--- config.mk ---
export PLATFORM = sky130hd
export DESIGN_NAME = wt_inval_queue
export DESIGN_NICKNAME = d
export VERILOG_FILES = /design/src/rtl/wt_cache_pkg.sv /design/src/rtl/wt_inval_queue.sv
export SDC_FILE = /design/constraint.sdc
export NUM_CORES = 1
export LEC_CHECK = 0
export BUFFER_PORTS_ARGS = -buffer_cell sky130_fd_sc_hd__buf_2
export CORE_MARGIN = 5
export CORE_UTILIZATION = 59
export CTS_CLUSTER_DIAMETER = 120
export DETAILED_ROUTE_END_ITERATION = 7
export PLACE_DENSITY_LB_ADDON = 0.25
export SETUP_SLACK_MARGIN = 0.1
export SLEW_MARGIN = 25
export SYNTH_ARGS = -nofsm -noshare
export SYNTH_HDL_FRONTEND = slang
export SYNTH_SLANG_ARGS = --single-unit
--- constraint.sdc ---
create_clock -name clk_i -period 4.94 [get_ports clk_i]
set_input_delay 0.247 -clock clk_i [delete_from_list [all_inputs] [get_ports clk_i]]
set_output_delay 0.247 -clock clk_i [all_outputs]
set_load 0.02 [all_outputs]
--- src/rtl/wt_cache_pkg.sv ---
// Shared cache-subsystem types for the invalidation path: queue entry layout,
// default queue depth, line offset width and the line-tag comparison.
package wt_cache_pkg;

    localparam int unsigned DCACHE_OFFSET_WIDTH = 4;
    localparam int unsigned INVAL_QUEUE_DEPTH   = 4;
    localparam int unsigned INVAL_ADDR_WIDTH    = 64;
    localparam int unsigned INVAL_TAG_WIDTH     = INVAL_ADDR_WIDTH - DCACHE_OFFSET_WIDTH;

    typedef logic [INVAL_TAG_WIDTH-1:0] inval_tag_t;

    typedef struct packed {
        logic       valid;
        inval_tag_t tag;
    } inval_entry_t;

    typedef enum logic {
        INVAL_IDLE    = 1'b0,
        INVAL_PRESENT = 1'b1
    } inval_state_e;

    // True when the entry holds a live request for the same cache line.
    function automatic logic inval_tag_hit(input inval_entry_t entry, input inval_tag_t tag);
        return entry.valid && (entry.tag == tag);
    endfunction

endpackage

--- src/rtl/wt_inval_queue.sv ---
// Invalidation scheduler: line-aligning, coalescing FIFO with a registered head and flush gating.
// Optional statistics counters are built only when WT_INVAL_STATS_EN is defined.
module wt_inval_queue
    import wt_cache_pkg::*;
#(
    parameter int unsigned Depth           = INVAL_QUEUE_DEPTH,
    parameter int unsigned AddrWidth       = INVAL_ADDR_WIDTH,
    parameter int unsigned LineOffsetWidth = DCACHE_OFFSET_WIDTH,
    parameter int unsigned CntWidth        = 16
) (
    input  logic                     clk_i,
    input  logic                     rst_i,
    input  logic [AddrWidth-1:0]     in_addr_i,
    input  logic                     in_valid_i,
    output logic                     in_ready_o,
    output logic [AddrWidth-1:0]     out_addr_o,
    output logic                     out_valid_o,
    input  logic                     out_ready_i,
    input  logic                     flush_i,
    input  logic                     flush_ack_i,
    output logic [$clog2(Depth):0]   level_o,
    output logic [CntWidth-1:0]      coalesce_cnt_o,
    output logic [CntWidth-1:0]      drop_cnt_o
);

    localparam int unsigned PtrW   = $clog2(Depth);
    localparam int unsigned LevelW = PtrW + 1;
    localparam int unsigned TagW   = AddrWidth - LineOffsetWidth;
    localparam logic [LevelW-1:0] DepthLvl = LevelW'(Depth);

    inval_entry_t          r_entries [Depth];
    logic [PtrW-1:0]       r_rd_ptr;
    logic [PtrW-1:0]       r_wr_ptr;
    logic [LevelW-1:0]     r_level;
    inval_state_e          r_state;
    logic                  r_out_valid;
    logic [AddrWidth-1:0]  r_out_addr;

    inval_tag_t            w_in_tag;
    inval_tag_t            w_head_tag_next;
    logic                  w_accept;
    logic                  w_pop;
    logic                  w_hit;
    logic                  w_coalesce;
    logic                  w_push;
    logic                  w_keep_head;
    logic                  w_present_next;
    logic [LevelW-1:0]     w_level_after_pop;
    logic [LevelW-1:0]     w_level_next;
    logic [LevelW-1:0]     w_drop_n;
    logic [PtrW-1:0]       w_rd_ptr_next;
    logic [PtrW-1:0]       w_wr_ptr_next;
    logic [LineOffsetWidth-1:0] w_unused_offset;

    assign w_in_tag        = inval_tag_t'(in_addr_i[AddrWidth-1:LineOffsetWidth]);
    assign w_unused_offset = in_addr_i[LineOffsetWidth-1:0];

    assign in_ready_o  = (r_level < DepthLvl);
    assign out_valid_o = r_out_valid;
    assign out_addr_o  = r_out_addr;
    assign level_o     = r_level;

    assign w_accept    = in_valid_i & in_ready_o;
    assign w_pop       = r_out_valid & out_ready_i;
    assign w_keep_head = r_out_valid & ~out_ready_i;

    // The presented head is excluded: its invalidation must still be reissued afterwards.
    always_comb begin
        // NOTE: every combinational signal gets a default first so no path can infer a latch.
        w_hit = 1'b0;
        for (int unsigned i = 0; i < Depth; i++) begin
            if (!(r_out_valid && (PtrW'(i) == r_rd_ptr)) && inval_tag_hit(r_entries[i], w_in_tag)) begin
                w_hit = 1'b1;
            end
        end
    end

    // A flush completion swallows any request accepted in the same cycle.
    assign w_coalesce = w_accept & w_hit & ~flush_ack_i;
    assign w_push     = w_accept & ~w_hit & ~flush_ack_i;

    assign w_level_after_pop = r_level - LevelW'(w_pop);
    assign w_rd_ptr_next     = r_rd_ptr + PtrW'(w_pop);

    always_comb begin
        w_level_next  = w_level_after_pop + LevelW'(w_push);
        w_wr_ptr_next = r_wr_ptr + PtrW'(w_push);
        w_drop_n      = '0;
        if (flush_ack_i) begin
            w_level_next  = LevelW'(w_keep_head);
            w_wr_ptr_next = r_rd_ptr + PtrW'(r_out_valid);
            w_drop_n      = r_level - LevelW'(r_out_valid) + LevelW'(w_accept);
        end
    end

    // When nothing remains behind a pop, the next head is the request arriving this cycle.
    assign w_head_tag_next = (w_level_after_pop == '0) ? w_in_tag : r_entries[w_rd_ptr_next].tag;
    assign w_present_next  = w_keep_head | (~flush_i & (w_level_next != '0));

    always_ff @(posedge clk_i) begin
        // NOTE: only the valid bits are reset; tags are don't-care until their entry is written.
        if (rst_i) begin
            for (int unsigned i = 0; i < Depth; i++) begin
                r_entries[i].valid <= 1'b0;
            end
        end else if (flush_ack_i) begin
            for (int unsigned i = 0; i < Depth; i++) begin
                if (!(w_keep_head && (PtrW'(i) == r_rd_ptr))) begin
                    r_entries[i].valid <= 1'b0;
                end
            end
        end else begin
            if (w_pop) begin
                r_entries[r_rd_ptr].valid <= 1'b0;
            end
            if (w_push) begin
                r_entries[r_wr_ptr] <= '{valid: 1'b1, tag: w_in_tag};
            end
        end
    end

    always_ff @(posedge clk_i) begin
        // NOTE: sequential state uses non-blocking assignments so every flop samples pre-edge values.
        if (rst_i) begin
            r_rd_ptr <= '0;
            r_wr_ptr <= '0;
            r_level  <= '0;
        end else begin
            r_rd_ptr <= w_rd_ptr_next;
            r_wr_ptr <= w_wr_ptr_next;
            r_level  <= w_level_next;
        end
    end

    // Output-side FSM; flush_i only blocks IDLE->PRESENT, never retracts a presented head.
    always_ff @(posedge clk_i) begin
        if (rst_i) begin
            r_state     <= INVAL_IDLE;
            r_out_valid <= 1'b0;
            r_out_addr  <= '0;
        end else begin
            case (r_state)
                INVAL_IDLE: begin
                    if (w_present_next) begin
                        r_state     <= INVAL_PRESENT;
                        r_out_valid <= 1'b1;
                        r_out_addr  <= {w_head_tag_next[TagW-1:0], {LineOffsetWidth{1'b0}}};
                    end
                end
                INVAL_PRESENT: begin
                    if (w_pop) begin
                        if (w_present_next) begin
                            r_out_addr <= {w_head_tag_next[TagW-1:0], {LineOffsetWidth{1'b0}}};
                        end else begin
                            r_state     <= INVAL_IDLE;
                            r_out_valid <= 1'b0;
                        end
                    end
                end
                default: begin
                    r_state     <= INVAL_IDLE;
                    r_out_valid <= 1'b0;
                end
            endcase
        end
    end

`ifdef WT_INVAL_STATS_EN
    logic [CntWidth-1:0] r_coalesce_cnt;
    logic [CntWidth-1:0] r_drop_cnt;

    function automatic logic [CntWidth-1:0] sat_add(input logic [CntWidth-1:0] a,
                                                    input logic [CntWidth-1:0] b);
        logic [CntWidth:0] sum;
        sum = {1'b0, a} + {1'b0, b};
        return sum[CntWidth] ? '1 : sum[CntWidth-1:0];
    endfunction

    always_ff @(posedge clk_i) begin
        if (rst_i) begin
            r_coalesce_cnt <= '0;
            r_drop_cnt     <= '0;
        end else begin
            r_coalesce_cnt <= sat_add(r_coalesce_cnt, CntWidth'(w_coalesce));
            r_drop_cnt     <= sat_add(r_drop_cnt, CntWidth'(w_drop_n));
        end
    end

    assign coalesce_cnt_o = r_coalesce_cnt;
    assign drop_cnt_o     = r_drop_cnt;
`else
    logic w_unused_stats;
    assign w_unused_stats = ^{w_coalesce, w_drop_n};
    assign coalesce_cnt_o = '0;
    assign drop_cnt_o     = '0;
`endif

endmodule

# Word level (Yosys, flattened, before mapping)
# Memory sizes are Yosys's and may differ from the RTL's.
# Index checks and enable logic that the tools add are counted.
# classes
muxes	53
multipliers	0
n_lt_le_gt_ge	1
n_reduce_logical	26
bitwise	16
shifts	0
div_mod_pow	0
n_eq_ne	10
addsub	5
# op_table
operator	n
$eq 60x60->1	4
$mux 64	2
$pmux 64 s2	1
$mux 61	2
$reduce_or 61->1	2
$mux 60	1
$mux 1	39
$logic_and 1x1->1	16
$mux 2	5
$add 2x1->2	3
$and 1x1->1	6
$not 1->1	5
$or 1x1->1	5
$eq 2x2->1 const A	2
$logic_not 1->1	4
$ne 2x2->1 const B	2
$pmux 1 s2	2
$add 3x1->3	1
$logic_not 3->1	1
$lt 3x3->1 const B	1
$mux 3	1
$reduce_and 3->1	1
$reduce_bool 3->1	1
$sub 3x1->3	1
other kinds (3)	3
# totals
out_inout_bits	101
ram_bits	244
mem_bits_ro	0
reg_bits	73
wordCells	118
latchBits	0
n_memories	1
# memory_table
name	words	width	rd	rd_clocked_by_memory_dff	wr	line_no	source
r_entries	4	61	5	0	4	wt_inval_queue.sv:31	inval_entry_t r_entries [Depth];

# Logic depth before layout (Yosys ltp)
# Gate-level depths: netlist of run 1.
# depth
depth_word	19
depth_mapped	19

# Worst setup path before layout of run 1
# OpenSTA, ideal clock, no wires.
# synth_path
path_type	register to register
startpoint	reg r_out_valid (netlist: out_valid_o)
endpoint	mem r_entries[3][0] (netlist bit), enable pin
setup_ns	0.448
path_stages_with_launch	8
path_slack_ns	1.105
arrival_time_ns	3.387
n_path_buf	0
cell_sequence	dfxtp_1 -> inv_1 -> nor3_1 -> nor4_1 -> nand4_1 -> or4_4 -> o311ai_4 -> nor4_4
# synth_rtl
element	line_no	source
start: declaration	wt_inval_queue.sv:36	logic r_out_valid;
start signal: assignment	wt_inval_queue.sv:139	r_out_valid <= 1'b0;
start signal: assignment	wt_inval_queue.sv:146	r_out_valid <= 1'b1;
start signal: assignment	wt_inval_queue.sv:156	r_out_valid <= 1'b0;
end: declaration	wt_inval_queue.sv:31	

==> results.txt, run 1 <==
The number of failing setup endpoints in the final timing report is 0. The maximum buffer depth of the clock tree is 3. In the final layout, the share of cells above drive strength 1 is 22.3%.

The number of antenna diodes in the final layout is 0. Traced cell by cell, the critical path runs through xnor2_1, nand4_1, nor4_2, nand4_1, or4_4, o311ai_4, nor2_8, ha_1, ha_1, xnor2_1, nor3_1, nor3_1, nor2_1, a21oi_4, buf_6, nor2_1, a211oi_1. The xor/xnor share of the synthesized area came out at 10.9%. The synthesized instance count came out at 1115. The worst hold path startpoint is in_addr_i[49]. The internal power summed over all cells came out at about 5 mW.

The peak fanout along the critical path came out at 46. The number of synthesized flops with an enable pin came out at between 200 and 250. The starting DRC count in detailed routing is between 1000 and 1500. The slowest library cell on the worst path is or4_4. In this run the worst setup path begins at r_entries[0][6]. In this run the remaining antenna-violating nets after routing total 0. The path with the worst hold slack has its endpoint at r_entries[3][45]. The area of the core is 25300 um2. The share of synthesized cell area in full adder, half adder and majority cells is 0.640%. Sorting the synthesized cells by area gives the leading types as edfxtp_1 47%, dfxtp_1 9.6%, mux4_2 8.9%. At the worst endpoint, the required time is 5.35 ns. The largest net degree at the start of global routing is 75.

During synthesis, Yosys emitted a total of 0 warnings. The overall die width came out at 171 um. The area share of the leading cell type in the synthesized netlist is 47.2%.

In this run, flip-flops and latches consume 43.8% of the power. Combinational logic is responsible for approximately 20% of the overall power. TritonCTS built the clock tree.

The mux share of post-synthesis cell area came out at between 10% and 20%. The via total after detailed routing is 9887. The average vias per placed instance is roughly 6.3. The first detailed-routing pass took 5 iterations. Detailed placement finished with a half-perimeter wire length of 31200 um. Setup repair after global routing left no endpoint under its margin. The largest stage delay on the critical path came out at roughly 0.62 ns. The kind of critical path is reg -> reg. The net count of the finished layout is 1282.

The most frequently used flop master after synthesis is edfxtp_1. The clock skew after layout came out at between 0.01 and 0.015 ns. The flow ran to the end, and the final reports show no timing, DRC or antenna violations. The via count of the first global-routing pass is between 9000 and 10000.

For the pin with the worst max-slew slack, the measured transition is about 1.0 ns. STA classifies the critical path startpoint as a flop. The clock input transition at the sequential cells of the worst setup and hold paths came out at 0.06 ns.

Summing the areas of all and, or, nand and nor instances in the mapped netlist gives 6.15% of the synthesized area. The aggregate negative setup slack came out at 0 ns. The count of unresolved DRC violations after routing came out at 0.

The total overflow reported by the global router came out at 0. The number of pins with negative max-slew slack in the final report is 0. The standard-cell row count is 58. The CTS buffer count came out at 35. The clock latency of the later-clocked register in the worst-skew pair came out at 0.51 ns. The largest delay contributor family on the critical path is simple AND/OR/NAND/NOR gates.

The first global-routing pass estimated 62500 um of wire. The die boundary height came out at about 170 um. A synthesized cell averages roughly 14 um2.

The analysis attributes to cell leakage a power of 6.24 nW. The worst reg2reg path endpoint is out_addr_o[59]. The number of buffers added for setup after CTS is 0. The part of the Yosys area used for sequential elements is 56.8%. The timing-limited maximum frequency came out at approximately 0.22 GHz. The global placement routability congestion is about 0.98.

The number of levels the H-tree was split into came out at 2. For the finished layout, the period the worst path requires is around 4.5 ns. The post-synth design cell area came out at 15300 um2. The final core utilization is between 60 and 70%. The distinct cell type count of the synthesized netlist is 50. Per report_power, the clock group accounts for 36.1% of the total. The power per unit of standard cell area came out at approximately 410 nW/um2. The number of max-cap violations is 0.

The flip-flop and latch count after synthesis came out at 313. The initial antenna violation count came out at 3. The starting density of the core came out at 60.2%.

The biggest area contributor in the post-synthesis netlist is edfxtp_1. The main combinational cell family by area after synthesis is multiplexers. The number of ports placed on the die boundary came out at 171.

After clock tree synthesis, the repair step resized 0 gates. The final wirelength came out at 43500 um. Global routing consumed, over all layers together, 29.6% of the routing resources. The switching power share of the total is between 20% and 30%. The tightest min-delay check is of the in -> reg type. For this design, the sink count on the clock tree is between 300 and 400. Dividing the final minimum period by the clock period gives 91.8%. The startpoint identified for the worst register-to-register timing path is r_entries[0][6]. The async set-or-reset flop fraction in the synthesized netlist is 0%.

The final hold violation count came out at 0. The arrival time reported for the critical path endpoint came out at 4.95 ns. The normalized max-slew margin is 33.5%. The total of hold buffers inserted after clock tree synthesis is 0.

The kind of capture point of the worst setup path is a flop. The buffer and inverter count on the worst path is 1. The clock root buffer is clkbuf_16.

The register-to-register setup slack is 0.41 ns. For this design the total switching power over the nets is between 1.5 and 2 mW. The number of buffers added on ports is 130. The post-synthesis to final-layout area growth came out at 11.9%.

Counting instances, the worst hold path has a depth of 1. The complex-gate fraction of the synthesized area is 6.40%. The peak supply drop came out at 0.347 mV. The die footprint came out at 29200 um2. The wire length per cell came out at 27.9 um. Counting cells, the worst reg-to-reg path comes to 17. The total power draw came out at ~7 mW.
## per-stage QoR
step	std cells	worst slack (ns)	hold WS [ns]	area, um2
floorplan	1150	1.11	0.346	15400
global placement	1498	0.486	0.470	16000
detailed placement	1498	0.427	0.469	16000
CTS	1561	0.402	0.0380	17100
global route	1561	0.150	0.0395	17100
finish	1561	0.406	0.0541	17100
## layout by cell type, fill, tap and decap left out, types with 4 or more instances in the layout
master     synthesis  routed
edfxtp_1         240     240
buf_2             22     130
xnor2_1          107     106
xor2_1            81      80
nor2_1            73      73
dfxtp_1           73      73
mux2i_1           66      66
a211oi_1          61      61
mux4_2            60      60
inv_1             50      50
clkbuf_16          0      37
conb_1             1      36
nand4_1           35      35
nor4_1            30      29
o22ai_1           19      19
clkbuf_1          52      12
a22o_1            11      11
buf_4             36      11
a221oi_1           8       8
o2bb2ai_1          6       6
ha_1               7       6
clkinv_2           0       6
nor3_1             5       5
nor2b_1            5       5
nand2_1            5       5
nand3_1            4       4
nor3b_1            4       4
## sequential cells by signal, summed over array words and instances, names as in the netlist
register / cells
out_addr_o: 60
level_o: 3
r_wr_ptr: 2
r_state: 1
r_rd_ptr: 2
out_valid_o: 1
r_entries: 244
## power groups by stage
stage	registers (mW)	clock network, mW	logic (mW)
final	3.05	2.52	1.40
after global routing	3.07	2.65	1.50
after CTS	3.05	2.53	1.40
after global placement	3.10	0	1.38
after floorplan	3.23	0	0.864
after detailed placement	3.11	0	1.39
## synthesized netlist by cell type, types with 2 or more instances
library cell and count:
a221oi_1 8, a32o_1 3, and2_1 4, nor3_1 5
nor2b_1 5, dfxtp_1 73, edfxtp_1 240, xor2_1 81
inv_2 2, o221ai_1 3, nand3_1 4, nor4_1 30
o21ai_0 3, o22ai_1 19, xnor2_1 107, buf_2 22
o2bb2ai_1 6, a22o_1 11, inv_1 50, buf_1 6
a21oi_1 3, mux2i_1 66, buf_6 8, clkbuf_1 52
a2111oi_0 3, nand4_1 35, ha_1 7, or4_4 2
nor3b_1 4, nor2_1 73, nand2_1 5, a211oi_1 61
mux4_2 60, clkbuf_2 3, buf_4 36
## per-layer routing
metal / up-vias / wire length, um / track usage (%)
met3: 82 / 4570 / 6.95
met1: 4977 / 17400 / 42.0
met4: 6 / 1270 / 8.47
met2: 536 / 20200 / 46.3
met5: - / 36 / 0
li1: 4286 / - / -
## layout make-up
type | count | area, um2
Clock inverter | 11 | 86.3
Fill cell | 1848 | 8260
Timing Repair Buffer | 145 | 805
Multi-Input combinational cell | 658 | 5890
Sequential cell | 313 | 8670
Tap cell | 330 | 413
Clock buffer | 52 | 1010
Inverter | 52 | 195
## worst max-delay path by stage
| stage | cells past startpoint | to |
|---|---|---|
| floorplan | 7 | r_entries[3][0] |
| global placement | 18 | out_addr_o[57] |
| detailed placement | 18 | out_addr_o[56] |
| CTS | 17 | out_addr_o[56] |
| global route | 17 | out_addr_o[56] |
| finish | 17 | out_addr_o[59] |
## cells by family after synthesis
logic type,after synthesis
flops,313
simple gates,174
xor+xnor,189
compound gates,125
fa+ha+maj,8
mux,126
buf+inv,179
other cells,1
Note: power is estimated with default switching activity, not from simulation.
==> run 2, diff against run 1 <==
Settings changed: REMOVE_ABC_BUFFERS set to 1.
==> results.txt, run 2 (same netlist as run 1, synthesis figures left out) <==
The run finished with clean final reports. The worst hold path begins at in_addr_i[37]. The average vias per placed instance came out at 6.18. For hold timing, the worst endpoint is r_entries[1][33]. The number of buffers added on ports is 130. STA classifies the critical path endpoint as a flop. The power per unit of standard cell area came out at 412 nW/um2. The worst-margin pin slew came out at 0.995 ns. The net count reported at finish came out at 1282. The standard-cell row count is 58. The starting DRC count in detailed routing is about 1000. Hold repair after CTS inserted 0 buffers. The type of the tightest min-delay check is in -> reg.

In the global route stage, overall resource usage came out at 27.8%. The share of layout cells above drive strength 1 came out at 22.4%. The pre-CTS setup slack came out at roughly 0.41 ns. The die boundary height came out at about 170 um. The clock period minus final worst setup slack came out at 4.53 ns. The count of unresolved DRC violations after routing is 0. Static timing analysis puts the maximum clock frequency at 0.221 GHz. The library cell used most frequently in the layout, excluding fill and tap cells, is edfxtp_1. The total met3 wirelength after detailed routing is 3830 um. The tree is rooted in a clkbuf_16. STA puts the critical path data required time at 5.34 ns. The top cell types in the final layout, fill and taps aside, are 240 x edfxtp_1, 130 x buf_2, 107 x xnor2_1. In the finished design, the share of the clock period the worst path needs comes to 91.8%.

The peak supply drop is 0.353 mV. The first-pass GRT wire length came out at 59800 um. The number of levels the H-tree was split into came out at 2.

The worst reg2reg path endpoint is out_addr_o[34]. Setup repair after global routing left no endpoint under its margin. The total overflow reported by the global router is 0. The estimated wirelength of the detail-placed design came out at 28700 um.

The repair_antennas step left the layout with diodes totalling 0. The overall die width is 171 um. The clock skew after layout came out at 0.0130 ns. The startpoint identified for the worst register-to-register timing path is r_entries[0][50]. After detailed routing, the wire length on met1 is 16500 um. The clock latency of the later-clocked register in the worst-skew pair came out at slightly above 0.5 ns.

The number of buffers added for setup after CTS is 0. The final hold violation count came to 0. By startpoint and endpoint, the worst setup path is classified as reg -> reg. The critical path launch point type is a flop. For the worst flop-to-flop path, the logic depth is 17. 171 I/O pins were placed. The area of the core came out at ~25000 um2.

Counting instances, the worst hold path has a depth of 1. For this design the static power due to leakage is between 6 and 7 nW. The wire length per cell is 26.0 um. Routed signal wires occupy layers up through met5. Across the whole layout, storage elements account for 8670 um2. The initial antenna violation count came out at 3. The number of failing setup endpoints in the final timing report came out at 0. The multi-input combinational cells in the finished layout cover a total of 5870 um2.

The via count of the first global-routing pass came to 9382. The starting density of the core came out at 60.2%. The flip-flop count of the largest register after layout came out at around 240. The clock sink total came out at 313. The count of filler cells inserted in the layout is 1834. The first-pass iteration count of the detailed router came out at 5.

The via total after detailed routing is between 9000 and 10000. After clock tree synthesis, the clock-pin slew on the worst setup and hold paths is 0.06 ns. The total of cells resized after clock tree synthesis is 0. The arrival time reported for the critical path endpoint came out at 4.94 ns. Cells fill 67.6% of the core in the end. The final wirelength came out at a little over 40000 um.

The largest net degree at the start of global routing came out at 73. The floorplan step defined a die boundary enclosing 29200 um2. Clock tree synthesis inserted a total of 35 buffers. Of all nets on the critical path, the largest fanout is 52. The post-synthesis to final-layout area growth came out at 12.2%.

The maximum buffer depth of the clock tree came out at 3. The setup slack after layout came out at 0.405 ns. TritonCTS built the clock tree. The number of max-cap violations is 0. The register-to-register setup slack came out at 0.41 ns.

The most critical setup path has its startpoint at r_entries[0][50]. The number of pins with negative max-slew slack in the final report came out at 0. The global placement routability congestion came out at 0.961. Once detail routing completed, the nets flagged for antenna violations numbered 0.

The aggregate negative setup slack is 0 ns. The normalized max-slew margin is about a third. r_entries holds more flip-flops than any other register. The sum of met2 wire segment lengths after detailed routing came out at 19200 um.
run 2: cell count changes in the layout (fill, tap and decap cells not counted), moves of 2 or more:
cell	previous run	this run
bufinv_16	1	4
clkbuf_1	12	6
clkinv_1	2	4
clkinv_2	6	9
run 2: how the worst max path moves through the flow:
| stage | to | slack (ns) | depth (start not counted) |
|---|---|---|---|
| 2_1_floorplan | out_addr_o[10] | -2.48 | 15 |
| 3_3_place_gp | out_addr_o[24] | 0.55 | 18 |
| 5_1_grt | out_addr_o[34] | 0.19 | 17 |
| 6_report | out_addr_o[34] | 0.41 | 17 |
| 4_1_cts | out_addr_o[34] | 0.31 | 17 |
| 3_5_place_dp | out_addr_o[32] | 0.41 | 18 |
run 2: layout make-up:
class,count,share of cell area [%]
multi-input combinational,658,34.3
timing repair buffer,145,4.63
clock buffer,46,5.78
clock inverter,17,1.05
inverter,52,1.14
sequential,313,50.7
tap,330,2.41
run 2: where the power goes:
part / internal [mW] / switching (mW)
sequential: 2.98 / 0.0740
combinational: 0.543 / 0.809
clock: 1.62 / 1.03
run 2: per-stage QoR:
stage          instances  hold slack (ns)  cell area, um2  total power, mW
6_report            1561           0.0401           17100             7.05
5_1_grt             1561           0.0392           17100             7.32
2_1_floorplan       1023            0.316           14700             4.07
4_1_cts             1560           0.0232           17100             7.08
3_3_place_gp        1497            0.462           15900             4.43
3_5_place_dp        1497            0.467           15900             4.45
run 2: critical path: stages (launching register included):
cell	delay, ns
edfxtp_1	0.41
xnor2_1	0.46
nand4_1	0.15
nor4_1	0.42
nand4_1	0.25
or4_4	0.62
o311ai_4	0.18
nor2_8	0.08
ha_1	0.23
ha_1	0.20
xnor2_1	0.19
nor3_1	0.06
nor3_1	0.14
nor2_1	0.12
a21oi_4	0.17
buf_6	0.35
nor2_1	0.11
a211oi_1	0.27
run 2: routing by layer:
layer	vias up	global-route usage, %
met4	4	7.58
met1	4770	40.1
met5	-	0
met3	66	5.06
met2	517	44.1
li1	4292	-
